<file path="config.mk">
export PLATFORM = sky130hd
export DESIGN_NAME = fma_issue_ctrl
export DESIGN_NICKNAME = d
export VERILOG_FILES = /design/src/rtl/fma_issue_ctrl.sv
export SDC_FILE = /design/constraint.sdc
export NUM_CORES = 1
export LEC_CHECK = 0
export CAP_MARGIN = 20
export CORE_ASPECT_RATIO = 0.9
export CORE_MARGIN = 4
export CORE_UTILIZATION = 36
export CTS_BUF_LIST = sky130_fd_sc_hd__clkbuf_4 sky130_fd_sc_hd__clkbuf_8
export DETAILED_ROUTE_END_ITERATION = 7
export GPL_ROUTABILITY_DRIVEN = 0
export SLEW_MARGIN = 0
export SYNTH_ARGS = -nofsm -noshare
export SYNTH_HDL_FRONTEND = slang
export SYNTH_SLANG_ARGS = --single-unit
</file>
<file path="constraint.sdc">
create_clock -name clk -period 4.7 [get_ports clk]
set_input_delay 0.705 -clock clk [delete_from_list [all_inputs] [get_ports clk]]
set_output_delay 0.705 -clock clk [all_outputs]
set_load 0.02 [all_outputs]
</file>
<file path="src/rtl/fma_issue_ctrl.sv">
// Round-robin issue controller sharing one FMA pipeline between two requesters, with a credit-protected result FIFO.
// Optional feature: define FMA_ISSUE_CTRL_STALL_CNT_EN to add the stall_cnt output.
module fma_issue_ctrl #(
  parameter int LAT        = 3,
  parameter int FIFO_DEPTH = 4,
  parameter int TAG_W      = 4
) (
  input  logic             clk,
  input  logic             rst,
  input  logic             req0_valid,
  output logic             req0_ready,
  input  logic [31:0]      req0_a,
  input  logic [31:0]      req0_b,
  input  logic [31:0]      req0_c,
  input  logic [TAG_W-1:0] req0_tag,
  input  logic             req1_valid,
  output logic             req1_ready,
  input  logic [31:0]      req1_a,
  input  logic [31:0]      req1_b,
  input  logic [31:0]      req1_c,
  input  logic [TAG_W-1:0] req1_tag,
  output logic [31:0]      fma_a,
  output logic [31:0]      fma_b,
  output logic [31:0]      fma_c,
  output logic             fma_issue,
  input  logic [31:0]      fma_r,
  output logic             res_valid,
  input  logic             res_ready,
  output logic [31:0]      res_data,
  output logic             res_src,
  output logic [TAG_W-1:0] res_tag,
  output logic             busy
`ifdef FMA_ISSUE_CTRL_STALL_CNT_EN
  ,
  output logic [31:0]      stall_cnt
`endif
);

  localparam int AW = $clog2(FIFO_DEPTH);
  localparam int CW = AW + 1;
  localparam logic [CW-1:0] FULL_CREDIT = CW'(FIFO_DEPTH);

  typedef struct packed {
    logic [31:0]      data;
    logic             src;
    logic [TAG_W-1:0] tag;
  } entry_t;

  logic [CW-1:0]    credit_q, credit_d;
  logic             last_grant_q, last_grant_d;
  logic             fma_issue_q, fma_issue_d;
  logic [31:0]      fma_a_q, fma_a_d;
  logic [31:0]      fma_b_q, fma_b_d;
  logic [31:0]      fma_c_q, fma_c_d;
  logic             iss_src_q, iss_src_d;
  logic [TAG_W-1:0] iss_tag_q, iss_tag_d;
  logic [LAT-1:0]   sh_valid_q, sh_valid_d;
  logic [LAT-1:0]   sh_src_q, sh_src_d;
  logic [TAG_W-1:0] sh_tag_q [LAT];
  logic [TAG_W-1:0] sh_tag_d [LAT];
  entry_t           mem_q [FIFO_DEPTH];
  entry_t           mem_d [FIFO_DEPTH];
  logic [AW-1:0]    wr_ptr_q, wr_ptr_d;
  logic [AW-1:0]    rd_ptr_q, rd_ptr_d;
  logic [CW-1:0]    count_q, count_d;

  logic   elig0, elig1, grant0, grant1, issue, push, pop;
  entry_t head;

  // Ties go to the requester that did not win the previous issue.
  always_comb begin
    elig0  = req0_valid && (credit_q != '0);
    elig1  = req1_valid && (credit_q != '0);
    grant1 = elig1 && (!elig0 || !last_grant_q);
    grant0 = elig0 && !grant1;
    issue  = grant0 || grant1;
  end

  assign req0_ready = grant0;
  assign req1_ready = grant1;

  assign res_valid = (count_q != '0);
  assign head      = mem_q[rd_ptr_q];
  assign res_data  = res_valid ? head.data : '0;
  assign res_src   = res_valid ? head.src  : 1'b0;
  assign res_tag   = res_valid ? head.tag  : '0;
  assign push      = sh_valid_q[LAT-1];
  assign pop       = res_valid && res_ready;
  assign busy      = (credit_q != FULL_CREDIT);

  assign fma_a     = fma_a_q;
  assign fma_b     = fma_b_q;
  assign fma_c     = fma_c_q;
  assign fma_issue = fma_issue_q;

  // The shadow pipeline trails the operand register so its tail lines up with fma_r.
  always_comb begin
    fma_issue_d  = issue;
    fma_a_d      = fma_a_q;
    fma_b_d      = fma_b_q;
    fma_c_d      = fma_c_q;
    iss_src_d    = iss_src_q;
    iss_tag_d    = iss_tag_q;
    last_grant_d = last_grant_q;
    if (issue) begin
      fma_a_d      = grant1 ? req1_a   : req0_a;
      fma_b_d      = grant1 ? req1_b   : req0_b;
      fma_c_d      = grant1 ? req1_c   : req0_c;
      iss_tag_d    = grant1 ? req1_tag : req0_tag;
      iss_src_d    = grant1;
      last_grant_d = grant1;
    end
    sh_valid_d[0] = fma_issue_q;
    sh_src_d[0]   = iss_src_q;
    sh_tag_d[0]   = iss_tag_q;
    for (int i = 1; i < LAT; i++) begin
      sh_valid_d[i] = sh_valid_q[i-1];
      sh_src_d[i]   = sh_src_q[i-1];
      sh_tag_d[i]   = sh_tag_q[i-1];
    end
    credit_d = credit_q - {{(CW-1){1'b0}}, issue} + {{(CW-1){1'b0}}, pop};
  end

  // Credits guarantee a free slot for every push, so no full check is needed.
  always_comb begin
    for (int i = 0; i < FIFO_DEPTH; i++) mem_d[i] = mem_q[i];
    wr_ptr_d = wr_ptr_q;
    rd_ptr_d = rd_ptr_q;
    if (push) begin
      mem_d[wr_ptr_q] = '{data: fma_r, src: sh_src_q[LAT-1], tag: sh_tag_q[LAT-1]};
      wr_ptr_d        = wr_ptr_q + AW'(1);
    end
    if (pop) rd_ptr_d = rd_ptr_q + AW'(1);
    count_d = count_q + {{(CW-1){1'b0}}, push} - {{(CW-1){1'b0}}, pop};
  end

  always_ff @(posedge clk or negedge rst) begin
    if (!rst) begin
      credit_q     <= FULL_CREDIT;
      last_grant_q <= 1'b1;
      fma_issue_q  <= 1'b0;
      fma_a_q      <= '0;
      fma_b_q      <= '0;
      fma_c_q      <= '0;
      iss_src_q    <= 1'b0;
      iss_tag_q    <= '0;
      sh_valid_q   <= '0;
      sh_src_q     <= '0;
      for (int i = 0; i < LAT; i++) sh_tag_q[i] <= '0;
      for (int i = 0; i < FIFO_DEPTH; i++) mem_q[i] <= '0;
      wr_ptr_q     <= '0;
      rd_ptr_q     <= '0;
      count_q      <= '0;
    end else begin
      credit_q     <= credit_d;
      last_grant_q <= last_grant_d;
      fma_issue_q  <= fma_issue_d;
      fma_a_q      <= fma_a_d;
      fma_b_q      <= fma_b_d;
      fma_c_q      <= fma_c_d;
      iss_src_q    <= iss_src_d;
      iss_tag_q    <= iss_tag_d;
      sh_valid_q   <= sh_valid_d;
      sh_src_q     <= sh_src_d;
      for (int i = 0; i < LAT; i++) sh_tag_q[i] <= sh_tag_d[i];
      for (int i = 0; i < FIFO_DEPTH; i++) mem_q[i] <= mem_d[i];
      wr_ptr_q     <= wr_ptr_d;
      rd_ptr_q     <= rd_ptr_d;
      count_q      <= count_d;
    end
  end

`ifdef FMA_ISSUE_CTRL_STALL_CNT_EN
  logic [31:0] stall_cnt_q, stall_cnt_d;

  // Counts cycles where someone wants to issue but all credits are held; saturates.
  always_comb begin
    stall_cnt_d = stall_cnt_q;
    if ((req0_valid || req1_valid) && (credit_q == '0) && (stall_cnt_q != '1))
      stall_cnt_d = stall_cnt_q + 32'd1;
  end

  always_ff @(posedge clk or negedge rst) begin
    if (!rst) stall_cnt_q <= '0;
    else      stall_cnt_q <= stall_cnt_d;
  end

  assign stall_cnt = stall_cnt_q;
`endif

endmodule

</file>
==> out/results.md <==
| Result | Reported | Unit |
| --- | --- | --- |
| Post-Route WL | 38,500 | um |
| DRC | 0 | - |
| Synthesis Warnings | 0 | - |
| Register area | 6990 | um^2 |
| TritonCTS buffer count | 47 | - |
| Die Height | 183 | um |
| First-pass DRT Iterations | 4 | - |
| Count of pins over their slew limit | 0 | - |
| Unrepaired setup endpoints after global routing | no | - |
| Data arrival time of the critical path | 3.02 | ns |
| Count of distinct cell types in the synthesized netlist | 27 | - |
| Setup TNS | 0 | ns |
| Total of flip-flops plus latches after synthesis | 279 | - |
| Clk slew on worst S/H paths | 0.06 | ns |
| Vias in the first global route | 9,613 | - |
| Final hold violation count | 0 | - |
| Final worst path period share | 79.2 | % |
| Ports | 375 | - |
| Count of filler cells inserted in the layout | 2,900 | - |
| Most frequent cells in the layout | sky130_fd_sc_hd__clkdlybuf4s50_1 (373), sky130_fd_sc_hd__dfrtp_1 (275), sky130_fd_sc_hd__mux2_2 (148), sky130_fd_sc_hd__o32ai_1 (100), sky130_fd_sc_hd__a2bb2oi_1 (100) | - |
| Number of hold buffers added after cts | 0 | - |
| Final worst path period need | 3.72 | ns |
| Core Area | 33,300 | um^2 |
| Netlist Area Pre-Place | 12,300 | um^2 |
| Clock Sinks | 279 | - |
| Drt via density | 5.24 | - |
| Count of instances resized after the clock tree is built | 0 | - |
| Most common library cell in the layout ignoring fill and taps | sky130_fd_sc_hd__clkdlybuf4s50_1 | - |
| Combinational share of power | 48.3 | % |
| GR Util All Layers | 20.2 | % |
| Static leakage | 6.87 | nW |
| Clock tree from TritonCTS | built | - |
| Number of buffers on the longest clock path | 3 | - |
| Grt ovf | 0 | - |
| Initial antenna violation count | 8 | - |
| Sw frac | 35.0 | % |
| Overall via count from detail_route | 8,831 | - |
| Total number of H-tree levels | 2 | - |
| Post-DP HPWL | 25,700 | um |
| Clk network pwr share | 17.8 | % |
| Area occupied by multi-input gates | 4840 | um^2 |
| Master cell of the clock root buffer | sky130_fd_sc_hd__clkbuf_8 | - |
| Peak fanout along the critical path | 22 | - |
| Final Util | 52.3 | % |
| # setup viols final | 0 | - |
| Net switching power | 0.00450 | W |
| Floorplan row count | 63 | - |
| Data required time of the critical path | 3.99 | ns |
| Total power divided by cell area | 737 | nW/um^2 |
| Result of the run | finished, final reports clean | - |
| Layout overhead on the synthesized area | 41.9 | % |
| Worst hold path class | input port to async pin | - |
| Worst-margin pin slew | 1.06 | ns |
| Iteration-0 DRC count of the detailed router | 434 | - |
| Number of nets still failing antenna checks after routing | 0 | - |
| Layout Skew | 0.0193 | ns |
| Maximum number of pins on one net before global-route repair | 110 | - |
| Post-synthesis sequential area ratio | 56.9 | % |
| Chip Width | 203 | um |
| Routed length per placed instance | 22.9 | um |
| Met3 wire length | 3220 | um |
| Routed metal-1 wirelength | 16,200 | um |
| Max Cap Violations | 0 | - |
| Synth Net Count | 1,081 | - |
| Category of the worst setup path capture point | output pin | - |
| Worst-Skew Late Latency | 0.57 | ns |
| Met2 Routed Length | 18,500 | um |
| Effective utilization at floorplan | 36.9 | % |
| Number of buffers added for setup after CTS | 0 | - |
| Type of origin of the critical path | flip-flop | - |
| Mapped Cells | 834 | - |
| Number of input and output port buffers inserted | 374 | - |
| Critical setup path kind | flip-flop to output pin | - |
| Uppermost metal layer occupied by signal nets | met5 | - |
| Pint | 0.00834 | W |
| Average cell area after synthesis | 14.7 | um^2 |
| Maximum clock frequency | 269 | MHz |
| Largest voltage drop on the vdd net | 0.301 | mV |
| Worst max-slew margin expressed relative to the limit | 29.3 | % |
| Die area | 37,100 | um^2 |
| Number of nets at the end of the flow | 1,438 | - |
| Seq pwr share | 33.9 | % |
| Fraction of final layout cells sized beyond drive strength 1 | 24.2 | % |
| Wire length of the first global-routing pass | 59,000 | um |
==> worst paths after layout <==
path	slack, ns	endpoint	cells after the start	startpoint
max	0.98	res_data[13]	4	rd_ptr_q[0]
max reg2reg	1.86	count_q[2]	10	count_q[1]
min in group clk	0.35	sh_tag_q[0]	0	sh_tag_d[0]
min reg2reg	0.35	sh_tag_q[0]	0	sh_tag_d[0]
max in group asynchronous	3.47	fma_b[18]	2	rst
min	0.20	mem_q[85]	1	rst
==> flip-flops by register name (all words and copies together), names as in the netlist, 2 cells and up <==
register    cells
mem_q         148
fma_a          32
fma_b          32
fma_c          32
sh_tag_d        8
iss_tag_q       4
sh_tag_q        4
count_q         3
credit_q        3
sh_src_q        3
sh_valid_q      3
rd_ptr_q        2
wr_ptr_q        2
==> layer usage <==
metal / global-route usage (%) / up-vias
met3: 8.17 / 43
met5: 0 / -
li1: - / 3988
met1: 26.2 / 4529
met4: 5.40 / 6
met2: 31.9 / 265
==> Yosys cell counts (all sizes together) <==
library cell	n	area, um^2
nor2b	1	6.26
dfstp	2	52.6
a2bb2oi	100	876
a31oi	1	6.26
xnor2	6	52.6
xor2	1	8.76
a21bo	1	10.0
mux2	148	1670
or3	2	12.5
nor2	5	18.8
fa	2	40.0
dfrtp	277	6930
ha	8	100
mux4	37	833
nand3	1	5.00
inv	11	41.3
a21oi	3	15.0
o32ai	100	876
nor3	2	10.0
o21ai	1	5.00
clkbuf	31	116
buf	50	314
nand2	7	36.3
and2	37	231
==> critical path, cell delays in order (launching register included) <==
cell,delay (ns)
sky130_fd_sc_hd__dfrtp_2,0.86
sky130_fd_sc_hd__buf_4,0.36
sky130_fd_sc_hd__mux4_2,0.51
sky130_fd_sc_hd__and2_1,0.17
sky130_fd_sc_hd__clkdlybuf4s50_1,0.54
==> area by class of cell <==
cell class | instances | share of cell area [%]
timing repair buffer | 389 | 22.7
multi-input combinational | 463 | 27.8
inverter | 11 | 0.244
sequential | 279 | 40.1
clock inverter | 4 | 0.216
tap | 455 | 3.27
clock buffer | 78 | 5.59
antenna | 6 | 0.0863
==> stage by stage <==
stage | cells | cell area, um^2 | hold WS [ns] | setup WS [ns] | power [W]
6_report | 1685 | 17400 | 0.202 | 0.979 | 0.0128
3_3_place_gp | 1594 | 16300 | 0.332 | 1.49 | 0.0106
4_1_cts | 1676 | 17300 | 0.213 | 0.849 | 0.0130
3_5_place_dp | 1594 | 16300 | 0.335 | 1.47 | 0.0106
5_1_grt | 1684 | 17400 | 0.236 | 0.719 | 0.0136
2_1_floorplan | 834 | 12300 | 0.331 | 2.36 | 0.00808
==> power by group through the flow <==
stage | Combinational, W | Sequential, W | Clock, W
finish | 0.00620 | 0.00435 | 0.00228
global route | 0.00662 | 0.00451 | 0.00248
CTS | 0.00628 | 0.00436 | 0.00236
detailed placement | 0.00627 | 0.00436 | 0
global placement | 0.00619 | 0.00436 | 0
floorplan | 0.00356 | 0.00452 | 0
==> kinds of logic after synthesis <==
family | after synthesis | share of synthesized area [%]
compound gates | 206 | 14.6
fa+ha+maj | 10 | 1.14
simple gates | 55 | 2.61
buf+inv | 92 | 3.85
mux | 185 | 20.4
xor+xnor | 7 | 0.500
flops | 279 | 56.9
Power figures use the tool's default switching activity.
